## config.mk

```make
export PLATFORM = sky130hd
export DESIGN_NAME = seq_pattern_tx
export DESIGN_NICKNAME = d
export VERILOG_FILES = /design/src/rtl/seq_tx_pkg.sv /design/src/rtl/seq_tx_tick.sv /design/src/rtl/seq_pattern_tx.sv
export SDC_FILE = /design/constraint.sdc
export NUM_CORES = 1
export LEC_CHECK = 0
export ABC_AREA = 0
export BUFFER_PORTS_ARGS = -buffer_cell sky130_fd_sc_hd__buf_2
export CAP_MARGIN = 20
export CORE_ASPECT_RATIO = 0.5
export CORE_MARGIN = 2
export CORE_UTILIZATION = 30
export DETAILED_ROUTE_END_ITERATION = 8
export HOLD_SLACK_MARGIN = 0.02
export PLACE_DENSITY = 0.6
export SYNTH_ARGS = -nofsm -noshare
export SYNTH_HDL_FRONTEND = slang
export SYNTH_HIERARCHICAL = 1
export SYNTH_SLANG_ARGS = --single-unit
```

## constraint.sdc

```tcl
create_clock -name clk -period 1.9 [get_ports clk]
set_input_delay 0.095 -clock clk [delete_from_list [all_inputs] [get_ports clk]]
set_output_delay 0.095 -clock clk [all_outputs]
set_load 0.005 [all_outputs]
```

## src/rtl/seq_tx_pkg.sv

```systemverilog
// Shared types and helpers for the serial pattern transmitter.
package seq_tx_pkg;

  typedef enum logic [1:0] {
    TX_IDLE  = 2'd0,
    TX_SHIFT = 2'd1,
    TX_GAP   = 2'd2
  } tx_state_t;

  localparam int MAX_LEN = 8;

  // A length of 0 or anything above MAX_LEN sends a full byte.
  function automatic logic [3:0] eff_len(input logic [3:0] cmd_len);
    if (cmd_len == 4'd0 || cmd_len > 4'(MAX_LEN))
      return 4'(MAX_LEN);
    return cmd_len;
  endfunction

endpackage

```

## src/rtl/seq_tx_tick.sv

```systemverilog
// Bit-period timer: bit_end is high in the last clock of each BIT_CYCLES-long period.
module seq_tx_tick #(
  parameter int BIT_CYCLES = 1
) (
  input  logic clk,
  input  logic rst,
  input  logic clear,
  output logic bit_end
);

  localparam int CW = (BIT_CYCLES > 1) ? $clog2(BIT_CYCLES) : 1;

  logic [CW-1:0] tick;

  assign bit_end = (tick == CW'(BIT_CYCLES - 1));

  always_ff @(posedge clk or posedge rst) begin
    if (rst)
      tick <= '0;
    else if (clear || bit_end)
      tick <= '0;
    else
      tick <= tick + CW'(1);
  end

endmodule

```

## src/rtl/seq_pattern_tx.sv

```systemverilog
// Serialises a 1..8 bit pattern MSB-first onto X, each bit held BIT_CYCLES clocks,
// followed by GAP_CYCLES bit periods of idle level.
module seq_pattern_tx
  import seq_tx_pkg::*;
#(
  parameter int   BIT_CYCLES = 1,
  parameter int   GAP_CYCLES = 2,
  parameter logic IDLE_BIT   = 1'b1
) (
  input  logic       clk,
  input  logic       rst,
  input  logic       cmd_valid,
  output logic       cmd_ready,
  input  logic [7:0] cmd_data,
  input  logic [3:0] cmd_len,
  output logic       X,
  output logic       x_active,
  output logic       done,
  output logic       busy
);

  tx_state_t  state;
  logic [7:0] shreg;
  logic [3:0] bit_cnt;
  logic [3:0] gap_cnt;
  logic       bit_end;
  logic       tick_clear;
  logic       accept;

  assign accept     = cmd_valid && cmd_ready;
  // Holding the timer at zero while idle aligns bit periods to the accept edge.
  assign tick_clear = (state == TX_IDLE);

  seq_tx_tick #(.BIT_CYCLES(BIT_CYCLES)) u_tick (
    .clk     (clk),
    .rst     (rst),
    .clear   (tick_clear),
    .bit_end (bit_end)
  );

  always_ff @(posedge clk) begin
    if (accept)
      shreg <= cmd_data;
    else if (state == TX_SHIFT && bit_end)
      shreg <= {shreg[6:0], 1'b0};
  end

  always_ff @(posedge clk or posedge rst) begin
    if (rst) begin
      state     <= TX_IDLE;
      bit_cnt   <= '0;
      gap_cnt   <= '0;
      X         <= IDLE_BIT;
      x_active  <= 1'b0;
      done      <= 1'b0;
      busy      <= 1'b0;
      cmd_ready <= 1'b1;
    end else begin
      done <= 1'b0;
      case (state)
        TX_IDLE: begin
          if (accept) begin
            state     <= TX_SHIFT;
            bit_cnt   <= eff_len(cmd_len);
            X         <= cmd_data[7];
            x_active  <= 1'b1;
            busy      <= 1'b1;
            cmd_ready <= 1'b0;
          end
        end
        TX_SHIFT: begin
          if (bit_end) begin
            if (bit_cnt == 4'd1) begin
              X        <= IDLE_BIT;
              x_active <= 1'b0;
              done     <= 1'b1;
              bit_cnt  <= '0;
              // The gap is counted from the done cycle, so the timer keeps running.
              if (GAP_CYCLES > 0) begin
                state   <= TX_GAP;
                gap_cnt <= 4'(GAP_CYCLES);
              end else begin
                state     <= TX_IDLE;
                busy      <= 1'b0;
                cmd_ready <= 1'b1;
              end
            end else begin
              bit_cnt <= bit_cnt - 4'd1;
              X       <= shreg[6];
            end
          end
        end
        TX_GAP: begin
          if (bit_end) begin
            if (gap_cnt == 4'd1) begin
              state     <= TX_IDLE;
              gap_cnt   <= '0;
              busy      <= 1'b0;
              cmd_ready <= 1'b1;
            end else begin
              gap_cnt <= gap_cnt - 4'd1;
            end
          end
        end
        default: begin
          state     <= TX_IDLE;
          X         <= IDLE_BIT;
          x_active  <= 1'b0;
          busy      <= 1'b0;
          cmd_ready <= 1'b1;
        end
      endcase
    end
  end

endmodule

```

==> results of run 1 <==
tightest hold or removal path, stage by stage:
cell     delay (ns)
buf_2          0.10
nand2_1        0.05
nand2_1        0.06
nand2_1        0.05
stage by stage:
| stage | hold WS (ns) | instances | power, uW | utilization [%] |
|---|---|---|---|---|
| after floorplan | -0.1763 | 113 | 1455 | - |
| after global placement | -0.05958 | 183 | 1627 | 34.86 |
| after detailed placement | -0.05683 | 183 | 1653 | 34.86 |
| after CTS | 0.06670 | 188 | 1974 | 36.30 |
| after global routing | 0.1054 | 188 | 2107 | 36.30 |
| final | 0.07326 | 188 | 1946 | 36.30 |
state kept, by name, summed over array words and instances (netlist names):
name	count
state	2
X	1
shreg	7
x_active	1
bit_cnt	4
done	1
cmd_ready	1
busy	1
u_tick/tick	1
gap_cnt	4
area by class of cell:
| cell class | instances | area (um^2) | area share [%] |
|---|---|---|---|
| Tap cell | 54 | 67.56 | 4.843 |
| Clock buffer | 4 | 45.04 | 3.229 |
| Timing Repair Buffer | 21 | 112.6 | 8.072 |
| Inverter | 11 | 41.29 | 2.960 |
| Multi-Input combinational cell | 75 | 515.5 | 36.95 |
| Sequential cell | 23 | 613.1 | 43.95 |
cells by family after synthesis:
group	count (synthesis)	synth area share, %
buffers and inverters	15	5.153
multiplexers	9	8.413
other	1	0.3152
AO/OA/AOI/OAI	22	12.93
adder cells (fa/ha/maj)	4	4.206
flip-flops	23	51.52
AND/OR/NAND/NOR	39	17.46
worst max path at each step:
stage	startpoint	endpoint	slack [ns]	cells after the start
2_1_floorplan	cmd_ready	bit_cnt[3]	0.55	4
3_3_place_gp	state[1]	X	0.37	3
3_5_place_dp	bit_cnt[1]	gap_cnt[3]	0.32	6
4_1_cts	bit_cnt[1]	gap_cnt[3]	0.31	6
5_1_grt	bit_cnt[1]	gap_cnt[3]	0.17	6
6_report	bit_cnt[1]	gap_cnt[3]	0.30	6
power breakdown:
| part | internal [uW] | switching (uW) | total, uW |
|---|---|---|---|
| combinational | 359 | 367 | 726 |
| sequential | 740 | 169 | 908 |
| clock | 150 | 161 | 312 |
| total | 1250 | 697 | 1950 |
placed cells by master, fill, tap and decap left out, types with 3 or more instances in the layout:
cell type / instances
buf_2: 19
edfxtp_1: 7
nand3_1: 4
nor2_1: 8
nor3_1: 6
o21ai_1: 4
o31ai_1: 3
a21oi_1: 4
ha_1: 4
mux2_2: 8
clkbuf_8: 3
dfrtp_1: 14
nand2_1: 8
inv_1: 10
per-layer routing:
| layer | vias to the layer above | wire length [um] |
|---|---|---|
| li1 | 442 | - |
| met1 | 409 | 978 |
| met2 | 8 | 1076 |
| met3 | 3 | 64 |
| met4 | 0 | 24 |
| met5 | - | 0 |
repair_timing:
action / in CTS / in global routing
hold buffers: 1 / 0
endpoints found under the hold margin: 14 / 0
endpoints found under the setup margin: 0 / 0
==> run_results.csv, run 1 <==
group,metric,value,unit
clocking,cts_tree,"built",
detailed_routing,detail_route.wl_per_cell,11.40,um
global_routing,gr-usage-met3,3.583,%
critical_path,rrSetupSlack,0.30,ns
synthesis,syn_area,1190,um^2
critical_path,end_kind,"flop",
floorplanning,coreArea,3844,um^2
critical_path,crit_required,2.04,ns
worst_hold_path,hp-start,"cmd_valid",
sta,grt_setup_unrepaired,"false",
detailed_routing,drtAntennaViolNets,0,
floorplanning,die_x,93.07,um
floorplanning,die_height,48.54,um
clocking,postCtsSetupBuffers,0,
critical_path,crit_path_frequent_cell,"nand3_1",
critical_path,crit_slowest_cell,"dfrtp_1",
critical_path,crit_type,"flop to flop",
synthesis,synth.most_common_cell,"dfrtp_1",
detailed_routing,route.vias.total,862,
synthesis,synth_area_leaders,"dfrtp_1 29%, edfxtp_1 18%, mux2_2 7.6%",
sta,period_share,84.43,%
worst_hold_path,hold_path_end,"cmd_ready",
clocking,clock_sinks,23,
global_routing,grt_overflow,0,
pwr,p_leak,0.0006288,uW
sta,fmax,623.4,MHz
global_routing,grt_pass1_wl,3.629,mm
placement,pre_cts_ws,0.3157,ns
sta,setup_ws,0.2958,ns
finish,drive_gt1_share,27.61,%
detailed_routing,drt_iter0_markers,16,
placement,placed_area,1340,um^2
global_routing,grtUsageMet2,17.27,%
synthesis,syn-instance-count,113,
floorplanning,ios,20,
critical_path,critical-path-top-delay-family,"simple AND/OR/NAND/NOR gates",
synthesis,seq_area_frac_synth,51.52,%
critical_path,arrival,1.75,ns
finish,area_growth_syn_to_layout,17.25,%
sta,hold_viol,0,
sta,slew_violations,0,
placement,dpl.hpwl,1.609,mm
synthesis,ys_async_sr_fraction,69.57,%
critical_path,rr_endpoint,"gap_cnt[3]",
synthesis,synth_top_area_share,29.44,%
critical_path,worst-path-max-fanout,5,
pwr,p_per_area,1395,nW/um^2
synthesis,synthDistinctLibCells,36,
synthesis,ys_warn_count,6,
critical_path,cp-start-kind,"flop",
placement,gp_congestion,0.7813,
clocking,ctsResizeCount,0,
detailed_routing,remaining_drc_errors,0,
detailed_routing,viasPerCell,4.585,
global_routing,antenna_found_initial,0,
synthesis,synth_nets,132,
synthesis,synth_edf_count,7,
critical_path,critPathBufInv,1,
critical_path,r2r-start,"bit_cnt[1]",
synthesis,synth_commonest_cells,"14 x dfrtp_1, 10 x inv_1, 8 x mux2_2, 8 x nand2_1, 8 x nor2_1",
global_routing,grt_pass1_vias,822,
placement,port_buffers,19,
sta,setup_tns,0,ns
finish,final_net_count,154,
sta,setup_viol,0,
synthesis,ys_ff_latch,23,
floorplanning,die_area,4517,um^2
sta,layout_min_cycle_time,1.604,ns
critical_path,cp_cell_sequence,"inv_1 > ha_1 > nor3b_2 > nand3_1 > nand3_1 > o31ai_1",
global_routing,gr-max-usage-layer,"met2",
sta,fin_skew,0.006769,ns
global_routing,grt_usage,10.25,%
detailed_routing,dr.pass1.iters,3,
global_routing,grt_max_degree,16,
worst_hold_path,hp-class,"primary input to flop",
floorplanning,num_rows,16,
sta,relSlewSlack,60.01,%
synthesis,syn_area_per_cell,10.53,um^2
clocking,cts_root_buffer,"clkbuf_8",
clocking,clkSlewWorstSetupHoldPaths,0.08,ns
critical_path,worstRegToRegCells,6,
outcome,status,"finished clean",
finish,diodes,0,
flow_run,cap_violations,0,
clocking,cts_buffers,3,
synthesis,synth_top_cell_by_area,"dfrtp_1",
finish,fin_area,1395,um^2
pwr,ir_drop,0.3364,mV
synthesis,ys.flop_type,"dfrtp_1",
detailed_routing,wl,2.144,mm
clocking,cts_buffer_depth,2,
clocking,cts_htree_levels,1,
critical_path,cpPeakStageDelay,0.40,ns
sta,worst_slew_pin_slew,0.5962,ns
global_routing,grtUsageMet1,12.12,%
floorplanning,start_util,30.96,%
worst_hold_path,holdPathStages,4,
clocking,clk_latency,0.27,ns
finish,fill_cells,402,
Note: power is estimated with default switching activity, not from simulation.
==> inputs of run 2 (changes only) <==
Settings changed: ABC_AREA 0 to 1, PLACE_DENSITY 0.6 to 0.61.
Clock period 1.9 ns to 1.31 ns, I/O delays scaled along.
==> run_results.csv, run 2 <==
group,metric,value,unit
finish,final_cell_mix,"40 x nand2_1, 19 x buf_2, 14 x inv_1, 14 x nor2_1, 13 x dfrtp_1",
finish,largest_reg_flops,7,
sta,setup_ws,0.07527,ns
flow_run,cap_violations,0,
sta,period_share,94.25,%
global_routing,grt_pass1_vias,1032,
clocking,cts_buffer_depth,2,
detailed_routing,drt_iter0_markers,14,
synthesis,ys.flop_type,"dfrtp_1",
floorplanning,start_util,31.78,%
global_routing,grt_usage,12.16,%
sta,slew_violations,0,
synthesis,ys_async_sr_fraction,69.57,%
synthesis,synthDistinctLibCells,23,
sta,setup_viol,0,
placement,pre_cts_ws,-0.01230,ns
clocking,clk_latency,0.27,ns
synthesis,seq_area_frac_synth,48.42,%
floorplanning,ios,20,
global_routing,grt_overflow,0,
clocking,cts_buffers,3,
placement,port_buffers,19,
synthesis,synth.most_common_cell,"nand2_1",
detailed_routing,detail_route.wl_per_cell,11.40,um
critical_path,crit_type,"flop to flop",
finish,largest-register,"shreg",
detailed_routing,viasPerCell,4.547,
detailed_routing,remaining_drc_errors,0,
floorplanning,die_height,49.94,um
pwr,p_per_area,2204,nW/um^2
sta,relSlewSlack,58.83,%
critical_path,cp-start-kind,"flop",
synthesis,synth_commonest_cells,"43 x nand2_1, 15 x inv_1, 15 x nor2_1",
finish,area_growth_syn_to_layout,25.30,%
finish,layout_commonest_cell,"nand2_1",
pwr,p_leak,0.0008121,uW
sta,fin_skew,0.003671,ns
synthesis,syn_area_per_cell,8.441,um^2
placement,dpl.hpwl,1.929,mm
sta,fmax,809.9,MHz
sta,worst_slew_pin_slew,0.6169,ns
synthesis,synth_edf_count,7,
synthesis,synth_area_leaders,"dfrtp_1 28%, edfxtp_1 17%, nand2_1 13%",
detailed_routing,drtAntennaViolNets,0,
synthesis,ys_ff_latch,23,
critical_path,crit_required,1.47,ns
pwr,ir_drop,0.8680,mV
floorplanning,die_area,4788,um^2
sta,layout_min_cycle_time,1.235,ns
clocking,clock_sinks,23,
detailed_routing,route.vias.total,1073,
synthesis,ys_warn_count,6,
clocking,clkSlewWorstSetupHoldPaths,0.09,ns
synthesis,synth_top_cell_by_area,"dfrtp_1",
synthesis,synth_top_area_share,27.67,%
sta,grt_setup_unrepaired,"true",
sta,hold_viol,0,
synthesis,syn-instance-count,150,
floorplanning,die_x,95.88,um
detailed_routing,dr.pass1.iters,4,
sta,finalHoldWorstSlack,0.09502,ns
pwr,p_total,3496,uW
floorplanning,num_rows,16,
critical_path,arrival,1.40,ns
floorplanning,coreArea,3984,um^2
critical_path,end_kind,"flop",
finish,final_net_count,202,
finish,drive_gt1_share,37.91,%
placement,gp_congestion,0.8324,
global_routing,grt_pass1_wl,4.450,mm
detailed_routing,wl,2.691,mm
finish,diodes,0,
clocking,cts_tree,"built",
synthesis,syn_area,1266,um^2
finish,fill_cells,394,
synthesis,synth_nets,169,
clocking,cts_htree_levels,1,
critical_path,worst-path-max-fanout,5,
global_routing,antenna_found_initial,0,
worst_hold_path,hp-class,"primary input to flop",
global_routing,grt_max_degree,16,
clocking,cts_root_buffer,"clkbuf_8",
finish,top_regs,"shreg: 7 flops, bit_cnt: 4 flops, gap_cnt: 4 flops",
outcome,status,"finished clean",
## run 2: changes by cell type after synthesis, moves of 3 or more
cell     delta
inv_1       +5
nor3_1      -6
nor2_2      +3
inv_2       +4
nand2_1    +35
nor2_1      +7
buf_2       -4
nand3_1     +3
nand2_2     +8
o31ai_1     -3
## run 2: critical path, cell delays in order (launching register included)
cell and delay, ns:
dfrtp_1 0.37, inv_1 0.07, ha_2 0.20, nand2_4 0.08, nand2_4 0.10, nand2_1 0.09
inv_2 0.06, nand2_1 0.05, nand2_1 0.05, nand2_1 0.05
## run 2: area by class of cell
type | instances | area [um^2] | share of cell area, %
Inverter | 20 | 75.07 | 4.732
Clock inverter | 1 | 5.005 | 0.3155
Multi-Input combinational cell | 108 | 625.6 | 39.43
Tap cell | 54 | 67.56 | 4.259
Clock buffer | 3 | 41.29 | 2.603
Timing Repair Buffer | 27 | 157.7 | 9.937
Sequential cell | 23 | 614.3 | 38.72
## run 2: layer usage
layer | up-vias | global-route usage, % | share of wire [%]
met5 | - | 0 | 0
met4 | 0 | 4.286 | 2.0
met3 | 7 | 3.364 | 3.6
met2 | 20 | 19.93 | 47
met1 | 506 | 15.40 | 48
li1 | 540 | - | -
## run 2: where the power goes
part / total [uW] / internal, uW / switching [uW]
Clock: 453 / 213 / 240
Combinational: 1750 / 742 / 1010
Sequential: 1290 / 1100 / 194
## run 2: cell families (layout without fill, tap and decap cells)
group | after synthesis | after routing | synth area share (%)
AO/OA/AOI/OAI | 14 | 14 | 6.324
XOR/XNOR | 1 | 1 | 0.6918
adder cells (fa/ha/maj) | 4 | 4 | 3.953
buffers and inverters | 20 | 51 | 5.929
flip-flops | 23 | 23 | 48.42
multiplexers | 6 | 6 | 5.336
other | 1 | 1 | 0.2962
AND/OR/NAND/NOR | 81 | 82 | 29.05
## run 2: final timing paths
path	from	end	slack (ns)	cells past startpoint
setup / recovery	bit_cnt[1]	state[1]	0.08	9
hold / removal	cmd_data[0]	shreg[0]	0.1	3
setup reg to reg	bit_cnt[1]	state[1]	0.08	9
hold reg to reg	X	X	0.49	2
max in group asynchronous	rst	state[1]	0.45	3
min in group asynchronous	rst	u_tick/tick	0.18	3
## run 2: timing repair
item | in CTS | in global routing
hold buffers | 1 | 0
hold endpoints to repair | 14 | 0
endpoints found under the setup margin | 12 | 11
gates resized for setup | 3 | 11
cloned | 0 | 1
pin swaps | 0 | 4
buffers inserted | 0 | 1
## run 2: stage by stage
stage	setup TNS (ns)	cells	instance area, um^2	util [%]
floorplan	0	150	1266	-
detailed placement	-0.08867	229	1474	37.00
global route	-0.01977	236	1587	39.82
CTS	0	234	1541	38.69
finish	0	236	1587	39.82
global placement	0	229	1474	37.00
==> inputs of run 3 (changes only) <==
Settings changed: CORE_ASPECT_RATIO 0.5 to not set, CORE_UTILIZATION 30 to 49, PLACE_DENSITY 0.61 to 0.85.
==> run_results.csv, run 3 (same netlist as run 2, synthesis figures left out) <==
group,metric,value,unit
clocking,clock_sinks,23,
critical_path,crit_required,1.58,ns
floorplanning,start_util,51.58,%
clocking,cts_htree_levels,1,
clocking,cts_buffers,3,
floorplanning,coreArea,2455,um^2
placement,port_buffers,19,
finish,layout_commonest_cell,"nand2_1",
clocking,cts_tree,"built",
placement,place_inst,204,
pwr,p_per_area,2217,nW/um^2
worst_hold_path,hp-class,"primary input to flop",
sta,layout_min_cycle_time,1.271,ns
global_routing,antenna_found_initial,0,
worst_hold_path,hold_path_end,"shreg[0]",
sta,setup_tns,0,ns
flow_run,cap_violations,0,
clocking,cts_buffer_depth,2,
sta,relSlewSlack,61.49,%
pwr,ir_drop,1.431,mV
critical_path,rr_endpoint,"busy",
finish,stdcell_count,212,
floorplanning,num_rows,18,
sta,hold_viol,0,
critical_path,arrival,1.54,ns
detailed_routing,dr.pass1.iters,4,
critical_path,worstRegToRegCells,8,
finish,final_cell_mix,"40 x nand2_1, 19 x buf_2, 15 x nor2_1",
detailed_routing,route.vias.total,1070,
floorplanning,ios,20,
global_routing,grt_pass1_vias,948,
sta,period_share,97.01,%
finish,area_growth_syn_to_layout,20.65,%
floorplanning,die_x,54.84,um
placement,dpl.hpwl,1.923,mm
pwr,p_leak,0.0007941,uW
finish,largest_reg_flops,7,
detailed_routing,drt_iter0_markers,60,
clocking,clkSlewWorstSetupHoldPaths,0.13,ns
detailed_routing,wl,2.625,mm
finish,drive_gt1_share,37.36,%
global_routing,grt_pass1_wl,3.974,mm
global_routing,grt_overflow,0,
sta,fin_skew,0.008561,ns
floorplanning,die_area,3007,um^2
sta,fmax,786.9,MHz
detailed_routing,viasPerCell,5.047,
global_routing,grt_usage,18.65,%
critical_path,rrSetupSlack,0.04,ns
finish,diodes,0,
floorplanning,die_height,54.84,um
worst_hold_path,holdPathStages,3,
detailed_routing,remaining_drc_errors,0,
critical_path,crit_type,"flop to flop",
outcome,status,"finished clean",
sta,slew_violations,0,
sta,worst_slew_pin_slew,0.5770,ns
worst_hold_path,hp-start,"cmd_data[0]",
sta,setup_viol,0,
detailed_routing,detail_route.wl_per_cell,12.38,um
critical_path,r2r-start,"state[0]",
critical_path,cp-start-kind,"flop",
critical_path,end_kind,"flop",
clocking,clk_latency,0.32,ns
global_routing,grt_max_degree,16,
finish,top_regs,"shreg: 7 flops, bit_cnt: 4 flops, gap_cnt: 4 flops",
critical_path,worst-path-max-fanout,4,
sta,grt_setup_unrepaired,"true",
finish,largest-register,"shreg",
detailed_routing,drtAntennaViolNets,0,
placement,gp_congestion,0.7843,
finish,final_net_count,202,
clocking,cts_root_buffer,"clkbuf_4",
-- run 3: cell types whose count changed in the layout (fill, tap and decap cells not counted), sizes merged --
cell / previous run / this run
clkinvlp: 0 / 1
clkinv: 1 / 0
-- run 3: worst max-delay path by stage --
stage / startpoint / to / slack, ns / depth (start not counted)
floorplan: cmd_ready / state[1] / 0.09 / 7
global placement: cmd_ready / state[1] / 0.04 / 7
detailed placement: cmd_ready / shreg[2] / -0.02 / 2
CTS: bit_cnt[1] / state[1] / 0.004 / 9
global route: state[1] / state[1] / -0.07 / 9
finish: state[0] / busy / 0.04 / 8
-- run 3: cell type report --
class	instances	area [um^2]
Sequential cell	23	614.3
Clock buffer	3	22.52
Timing Repair Buffer	27	157.7
Tap cell	30	37.54
Multi-Input combinational cell	108	613.1
Clock inverter	1	7.507
Fill cell	195	927.1
Inverter	20	75.07
-- run 3: report_power, final --
group | internal, uW | switching [uW] | total [uW]
sequential | 1090 | 215 | 1310
combinational | 722 | 1020 | 1740
clock | 117 | 220 | 336
-- run 3: repair_timing --
action,in CTS,in global routing
hold buffers,1,0
buffers inserted,0,2
endpoints found under the setup margin,10,20
gates resized for setup,2,9
hold endpoints to repair,14,0
gates cloned,0,1
pin swaps,0,6
-- run 3: critical path, stage by stage (launching register included) --
cell     delay (ns)
dfrtp_1        0.47
buf_4          0.17
nor2_2         0.15
nand2_1        0.12
nand2_4        0.09
nor2_4         0.04
nand2_2        0.07
nand2_2        0.05
nand2_1        0.05
-- run 3: stage by stage --
step           worst slack (ns)  area [um^2]  hold slack (ns)  total power [uW]  util (%)
6_report                0.03917         1528          0.03590              3388     62.23
3_3_place_gp            0.03517         1436         -0.09250              2810     58.51
5_1_grt                -0.06894         1528          0.02570              3656     62.23
2_1_floorplan           0.08680         1266          -0.2058              2410         -
4_1_cts                0.003673         1485          0.03832              3238     60.50
3_5_place_dp           -0.01686         1436         -0.09009              2890     58.51
-- run 3: per-layer routing --
| metal | global-route usage, % | vias to the layer above | routed length (um) |
|---|---|---|---|
| li1 | - | 540 | - |
| met1 | 24.43 | 484 | 1112 |
| met2 | 30.95 | 41 | 1322 |
| met3 | 2.732 | 5 | 158 |
| met4 | 7.083 | 0 | 30 |
| met5 | 0 | - | 0 |
